File: src/rtl/prio_enc_seq.sv
// Sequential priority encoder: captures a request word on START and reports
// the index of every set bit, one per cycle, in priority order.
module prio_enc_seq #(
    parameter int unsigned N          = 8,
    parameter int unsigned W          = $clog2(N),
    parameter bit          HIGH_FIRST = 1'b1
) (
    input  logic         CLK,
    input  logic         RST,
    input  logic         EN,
    input  logic         START,
    input  logic [N-1:0] IN,
    output logic [W-1:0] Y,
    output logic         VALID,
    output logic         Done,
    output logic         BUSY
);

    localparam logic [0:0] S_IDLE = 1'b0;
    localparam logic [0:0] S_SCAN = 1'b1;

    logic [0:0]   r_state, w_state_d;
    logic [N-1:0] r_pend, w_pend_d;
    logic [W-1:0] r_y, w_y_d;
    logic         r_valid, w_valid_d;
    logic         r_done, w_done_d;

    logic [N-1:0] w_src;
    logic [N-1:0] w_rest;
    logic [W-1:0] w_idx;

    function automatic logic [W-1:0] pick(input logic [N-1:0] v);
        logic [W-1:0] idx;
        idx = '0;
        // Scan away from the winning end so the last hit is the winner.
        for (int i = 0; i < int'(N); i++) begin
            if (HIGH_FIRST) begin
                if (v[i]) idx = W'(i);
            end else begin
                if (v[int'(N) - 1 - i]) idx = W'(int'(N) - 1 - i);
            end
        end
        return idx;
    endfunction

    // In IDLE the winner comes straight from IN so the first index is ready
    // the cycle after START is sampled.
    assign w_src  = (r_state == S_SCAN) ? r_pend : IN;
    assign w_idx  = pick(w_src);
    assign w_rest = w_src & ~(N'(1) << w_idx);

    always_comb begin
        w_state_d = r_state;
        w_pend_d  = r_pend;
        w_y_d     = r_y;
        w_valid_d = 1'b0;
        w_done_d  = 1'b0;
        case (r_state)
            S_IDLE: begin
                if (START && !EN) begin
                    if (IN == '0) begin
                        w_y_d    = '0;
                        w_done_d = 1'b1;
                    end else begin
                        w_y_d     = w_idx;
                        w_valid_d = 1'b1;
                        w_pend_d  = w_rest;
                        if (w_rest == '0) begin
                            w_done_d = 1'b1;
                        end else begin
                            w_state_d = S_SCAN;
                        end
                    end
                end
            end
            S_SCAN: begin
                if (!EN) begin
                    w_y_d     = w_idx;
                    w_valid_d = 1'b1;
                    w_pend_d  = w_rest;
                    if (w_rest == '0) begin
                        w_done_d  = 1'b1;
                        w_state_d = S_IDLE;
                    end
                end
            end
        endcase
    end

    always_ff @(posedge CLK or posedge RST) begin
        if (RST) begin
            r_state <= S_IDLE;
            r_pend  <= '0;
            r_y     <= '0;
            r_valid <= 1'b0;
            r_done  <= 1'b0;
        end else begin
            r_state <= w_state_d;
            r_pend  <= w_pend_d;
            r_y     <= w_y_d;
            r_valid <= w_valid_d;
            r_done  <= w_done_d;
        end
    end

    assign Y     = r_y;
    assign VALID = r_valid;
    assign Done  = r_done;
    assign BUSY  = (r_state == S_SCAN);

endmodule

File: config.mk
export PLATFORM = sky130hd
export DESIGN_NAME = prio_enc_seq
export DESIGN_NICKNAME = d
export VERILOG_FILES = /design/src/rtl/prio_enc_seq.sv
export SDC_FILE = /design/constraint.sdc
export NUM_CORES = 1
export LEC_CHECK = 0
export CORE_MARGIN = 1
export CORE_UTILIZATION = 50
export DETAILED_ROUTE_END_ITERATION = 10
export DONT_BUFFER_PORTS = 1
export PLACE_DENSITY = 0.7
export SETUP_SLACK_MARGIN = 0.4
export SYNTH_ARGS = -nofsm -noshare
export SYNTH_HDL_FRONTEND = slang
export SYNTH_SLANG_ARGS = --single-unit
File: constraint.sdc
create_clock -name CLK -period 4.4 [get_ports CLK]
set_input_delay 0.66 -clock CLK [delete_from_list [all_inputs] [get_ports CLK]]
set_output_delay 0.66 -clock CLK [all_outputs]
set_load 0.02 [all_outputs]
=== Word level (Yosys, flattened, before mapping) ===
Index checks and enable logic that the tools add are counted.

* Bits in registers: 14
* Output and inout port bits: 6

* Eq/ne operators: 3
* Shift operators: 1
* Multiplexer cells: 30
* Bitwise operators: 3
* Reductions and logical operators: 6

{| class="wikitable"
|+ Operators by type and width
! cell !! count
|-
| $mux 8 || 4
|-
| $mux 3 || 7
|-
| $logic_not 8->1 || 2
|-
| $pmux 8 s2 || 1
|-
| $mux 1 || 12
|-
| $and 8x8->8 || 1
|-
| $not 8->8 || 1
|-
| $shl 1x3->8 const A || 1
|-
| $ne 2x2->1 const B || 3
|-
| $pmux 1 s2 || 3
|-
| $pmux 3 s2 || 1
|-
| $mux 2 || 2
|-
| $reduce_and 3->1 || 1
|-
| $reduce_and 2->1 || 1
|-
| $logic_and 1x1->1 || 1
|-
| $logic_not 1->1 || 1
|-
| $not 1->1 || 1
|}

=== Logic depth before layout (Yosys ltp) ===
* Depth in word-level cells: 16
* Mapped depth: 7
* Depth with buffers taken out: 7

=== Worst setup path before layout ===
No wires, ideal clock.

* Path kind: flip-flop to flip-flop
* Start: reg r_state, in the netlist BUSY
* End: reg r_state, in the netlist BUSY
* Arrival time: 1865 ps
* Required time: 4265 ps
* Path slack: 2400 ps
* Stages on the path, launching flop included: 8
* Path buffers: 1
* Cell sequence: dfrtp_1 buf_6 nor3_1 nor2_1 a311oi_2 a211oi_1 or3b_1 a2bb2oi_1

* Cells in the longest elaborated chain, start to end: 16
* Elaborated cells between the ends (all ways): 18
* Classes of those cells: shift: 1; mux: 13; bitwise: 3; reduce/logical: 1

{| class="wikitable"
|+ RTL lines
! what !! line !! RTL
|-
| from (decl) || 22 || <nowiki>logic [0:0] r_state, w_state_d;</nowiki>
|-
| from (signal assigned) || 98 || <nowiki>r_state <= w_state_d;</nowiki>
|-
| $mux 8 || 48 || <nowiki>assign w_src = (r_state == S_SCAN) ? r_pend : IN;</nowiki>
|-
| $mux 1 || 38 || <nowiki>if (v[i]) idx = W'(i);</nowiki>
|-
| $mux 2 (2 in a row) || 38 ||
|-
| $mux 3 (4 in a row) || 38 ||
|-
| $shl 1x3->8 || 50 || <nowiki>assign w_rest = w_src & ~(N'(1) << w_idx);</nowiki>
|-
| $not 8->8 || 50 ||
|-
| $and 8x8->8 || 50 ||
|-
| $logic_not 8->1 || 68, 81 ||
|-
| $mux 1 || 68, 81 ||
|-
| $mux 1 || 61 || <nowiki>if (IN == '0) begin</nowiki>
|-
| $mux 1 || 60 || <nowiki>if (START && !EN) begin</nowiki>
|-
| $pmux 1 s2 * || 58 || <nowiki>case (r_state)</nowiki>
|-
| net w_state_d || 22 ||
|}

The timed path passes the listed nets; every way through them passes the cells marked *.
A chain may end at the register's enable or synchronous reset.

=== Final worst setup path ===
Same ends and word-level chain as after synthesis.

==> results.toml <==
[setup_path]
worstPathArrival_ns = 2.82
cp-end-kind = "flop"
crit_slowest_cell = "dfrtp_1"
startpoint_type = "flop"
reg2reg_from = "BUSY"
rrSetupSlack_ns = 1.75
path_class = "reg2reg"
worst-path-max-fanout = 24
max_stage_delay_ns = 0.96
worstPathCellList = "mux2i_1, and2_4, a311oi_2, a211oi_1, or3b_1, a2bb2oi_1"
required_ns = 4.57
rr_worst_depth = 6
reg2reg_to = "BUSY"

[die]
io_pins = 18
dieArea_um2 = 1918
fp.dieH_um = 43.80
start_util_pct = 55.40
die_x_um = 43.80
core_area_um2 = 1577
rows = 14

[placed_design]
dp_hpwl_um = 1496
io_buffers = 0
gp_congestion = 0.9263
place_inst = 108
dp_slack_ns = 1.829

[sta]
rsz0062_at_grt = "false"
clock_skew_ns = 0.01327
slew_headroom_pct = 37.80
period_share_pct = 60.14
fin_tns_setup_ns = 0
fmax_mhz = 377.9
fin_crit_ns = 2.646
hold_violations = 0
worst_pin_slew_ns = 0.9330
drv_slew = 0
hold-worst-slack_ns = 0.2788
setup_violations = 0
setup_ws_ns = 1.754

[cts]
cts_tree = "yes"
clock_latency_ns = 0.30
ctsHoldBuffers = 0
cts_resized = 0
clockBufferDepth = 2
htree_num_levels = 1
post-cts-setup-buffer-count = 0
cts_buffers = 3
root_buffer = "clkbuf_4"
clk_pin_slew_ns = 0.10
cts.sinks = 14

[flow_run]
maxCapViolations = 0

[run_status]
violations = "DRC"
run_status = "finished with violations"

[drt]
vias = 745
drc = 6
drt-total-wl_um = 2042
dr.pass1.iters = 7
post_drt_wl_per_cell_um = 18.23
first_iter_violations = 35
ant_nets = 0
via_per_inst = 6.652

[grt]
grt_pass1_vias = 706
track_usage_pct = 24.31
antenna_found_initial = 0
grt_pass1_wl_um = 3298
overflow = 0
grt_max_degree = 25

[logic_synthesis]
synth-edff-count = 0
synthArstFlopShare_pct = 100.0
synth_cell_types = 37
syn_nets = 107
ys_ff_latch = 14
synth-main-ff-cell = "dfrtp_1"
yosysWarningCount = 0
synth_area_um2 = 873.3
synth-seq-area-share_pct = 40.11
synth_cells = 95
syn_avg_cell_area_um2 = 9.193

[hold_path]
hold_path_class = "in2async"

[layout]
seq_area_um2 = 350.3
layout-drive-gt1-share_pct = 10.42
finalNetCount = 109
multi_input_area_um2 = 491.7
n_fill_cell = 141
n_antenna_cell = 0
fin_cells = 112
synthToLayoutAreaGrowth_pct = 4.155

[power_and_ir_drop]
vdd_drop_max_v = 0.0003283
total_power_uw = 681.1
power_leakage_uw = 0.0004016
pwr_density_cell_nw_per_um2 = 748.8
-- how the worst max path moves through the flow --
| stage | from | to | slack, ns | cells past startpoint |
|---|---|---|---|---|
| 2_1_floorplan | BUSY | BUSY | 2.40 | 7 |
| 5_1_grt | BUSY | BUSY | 1.56 | 6 |
| 4_1_cts | BUSY | BUSY | 1.76 | 6 |
| 3_3_place_gp | BUSY | BUSY | 1.92 | 6 |
| 3_5_place_dp | BUSY | BUSY | 1.83 | 6 |
| 6_report | BUSY | BUSY | 1.75 | 6 |
-- cells in the mapped netlist (2+ instances only) --
cell type / instances / share of area [%]
nor4_1: 3 / 2.1
mux2i_1: 6 / 6.9
a21oi_1: 2 / 1.1
o31ai_1: 3 / 2.6
dfrtp_1: 14 / 40
or2_2: 2 / 1.4
a22o_1: 3 / 3.0
and2_1: 2 / 1.4
o21ai_0: 10 / 5.7
inv_1: 3 / 1.3
a32o_1: 2 / 2.3
nor3_1: 2 / 1.1
nor2b_1: 4 / 2.9
nor2_1: 4 / 1.7
nand2_1: 13 / 5.6
-- worst max-delay path, delay by kind of cell, from the launching register on --
kind	cells	cell delay [ns]
AOI/OAI and AO/OA	3	0.62
muxes	1	0.30
DFF	1	0.96
and+or+nand+nor	2	0.64
-- cell usage in the layout (no fill, tap or decap), types with 4 or more instances in the layout --
| master | count |
|---|---|
| nor2b_1 | 4 |
| dfrtp_1 | 14 |
| o21ai_0 | 10 |
| nand2_1 | 13 |
| mux2i_1 | 6 |
| nor2_1 | 4 |
-- kinds of logic after synthesis --
kind of cell | after synthesis | synth area share (%)
AO/OA/AOI/OAI | 31 | 25.93
buffers and inverters | 6 | 3.581
flip-flops | 14 | 40.12
multiplexers | 6 | 6.877
AND/OR/NAND/NOR | 38 | 23.50
-- registers in the layout (all words and copies together), names as in the netlist --
register and count:
Done 1, r_pend 8, VALID 1, BUSY 1, Y 3
-- per-layer routing --
metal	vias up	wire length (um)	global-route usage, %
li1	357	-	-
met1	348	856	29.84
met2	35	982	39.70
met3	5	169	6.250
met4	0	33	11.25
met5	-	0	0
-- through the flow --
step,util (%),instance area (um^2)
finish,57.70,909.6
global route,57.70,909.6
CTS,57.70,909.6
detailed placement,55.40,873.3
global placement,55.40,873.3
floorplan,-,873.3
-- cell type report --
| cell class | count | area share [%] |
|---|---|---|
| multi-input combinational | 75 | 54.06 |
| tap | 16 | 2.201 |
| clock buffer | 4 | 3.989 |
| sequential | 14 | 38.51 |
| inverter | 3 | 1.238 |
-- where the power goes --
group          switching, uW  total [uW]  internal [uW]  leakage [uW]
Clock                   48.6        99.1           50.5     0.0000210
Sequential              96.1         273            177      0.000178
Combinational            162         309            146      0.000203
Total                    307         681            374      0.000402
No activity file was read; power rests on OpenSTA's default activity.
==> RTL edit: new RTL, same flow settings <==
Remove the register `r_done`: a continuous assignment takes its place, so the output `Done` follows one clock earlier.
--- a/src/rtl/prio_enc_seq.sv
+++ b/src/rtl/prio_enc_seq.sv
@@ -93,15 +93,15 @@
             r_pend  <= '0;
             r_y     <= '0;
             r_valid <= 1'b0;
-            r_done  <= 1'b0;
         end else begin
             r_state <= w_state_d;
             r_pend  <= w_pend_d;
             r_y     <= w_y_d;
             r_valid <= w_valid_d;
-            r_done  <= w_done_d;
         end
     end
+
+    assign r_done = w_done_d;
 
     assign Y     = r_y;
     assign VALID = r_valid;
Behaviour: not the same (a bounded check fails within 4 cycles, from zero or initial values and one cycle with RST high).
==> RTL edit against the unedited design <==
Cell count is 1.8% higher. Sequential cell count is 1 lower. Cell area decreased by 5.0%. Via count shrank 6.4%. Sequential share of layout area decreased by 0.89 points. Setup slack lost 0.96 ns. Routed wire length fell by 11%. Maximum frequency decreased by 27%. Die area decreased by 3.8%. Synthesized area down 4.0%. Total power down 6.7%. Highest routed layer unchanged.
==> RTL edit: results (changes against the unedited design) <==
- Layout Skew: 0.00806 ns (-0.00521 ns)
- Nets: 111 (+1.8%)
- Logic pwr share: 48.1% (+2.8 points)
- Met2 WL: 837 µm (-15%)
- Drt pass-1 iters: 4 (-3)
- Slew @ Worst Pin: 1.07 ns (+0.138 ns)
- Hold_ws: 0.281 ns (+0.00228 ns)
- Reg clk slew, reported paths: 0.08 ns (-0.02 ns)
- First-pass GRT wire length: 2890 µm (-12%)
- Part of the power in registers: 40.2% (about the same)
- Reg area: 325 µm² (-7.1%)
- Clock latency at the later pin of the worst-skew pair: 0.28 ns (-0.02 ns)
- Largest net degree at the start of global routing: 31 (+24%)
- Top post-synthesis cells by area: dfrtp_1, o21ai_0, mux2_2
- LEAKAGE: 0.395 nW (-1.6%)
- M3 GR Usage: 9.79% (+3.5 points)
- Vias in the first global route: 645 (-8.6%)
- Seq cells: 13 (-1)
- Internal power: 0.000345 W (-7.8%)
- Fillers: 146 (+3.5%)
- Worst Path Arrival: 2.95 ns (+0.13 ns)
- Global routing usage on met2: 35.2% (-4.5 points)
- Placed cell area: 838 µm² (-4.0%)
- CP max FO: 30 (+25%)
- DPL Wire Length: 1380 µm (-7.5%)
- Post-synthesis sequential area ratio: 38.8% (-1.3 points)
- Area Growth Syn to Fin: 3.13%
- CP max stage delay: 1.00 ns (+0.04 ns)
- Reg2Reg Setup Slack: 1.88 ns (+0.13 ns)
- Synth Area in Compound Gates: 29.0% (+3.0 points)
- Library cells used by synthesis: 32 (-14%)
- Status: finished clean
- RD Place Congestion: 0.792 (-14%)
- Post-synthesis mux area share: 8.21% (+1.3 points)
- Gr usage total: 21.4% (-2.9 points)
- Layout cell share with drive strength beyond 1: 8.16% (-2.3 points)
- Via count: 697 (-6.4%)
- Drt total wl: 1810 µm (-11%)
- Multi-input combinational area share: 54.4% (+0.36 points)
-- RTL edit: changes by cell type after synthesis, sizes merged, moves of 3 or more --
cell | before | now
a31oi | 0 | 4
mux2i | 6 | 2
mux2 | 0 | 4
a22o | 3 | 0
inv | 3 | 6
o21ai | 10 | 17
nand2 | 13 | 8
-- RTL edit: worst max path at each step --
stage	start	endpoint	slack, ns	cells after the start
after global routing	BUSY$_DFF_PP0_	Done	0.64	5
after global placement	BUSY$_DFF_PP0_	Done	1.12	5
after detailed placement	BUSY$_DFF_PP0_	Done	1.10	5
after CTS	BUSY$_DFF_PP0_	Done	0.79	5
final	BUSY$_DFF_PP0_	Done	0.79	5
after floorplan	IN[5]	Done	1.58	5
-- RTL edit: through the flow --
step                total power, W  instances  worst slack (ns)
floorplan                 0.000505         98              1.58
global placement          0.000553        110              1.12
detailed placement        0.000559        110              1.10
CTS                       0.000634        114             0.785
global route              0.000684        114             0.638
finish                    0.000635        114             0.794
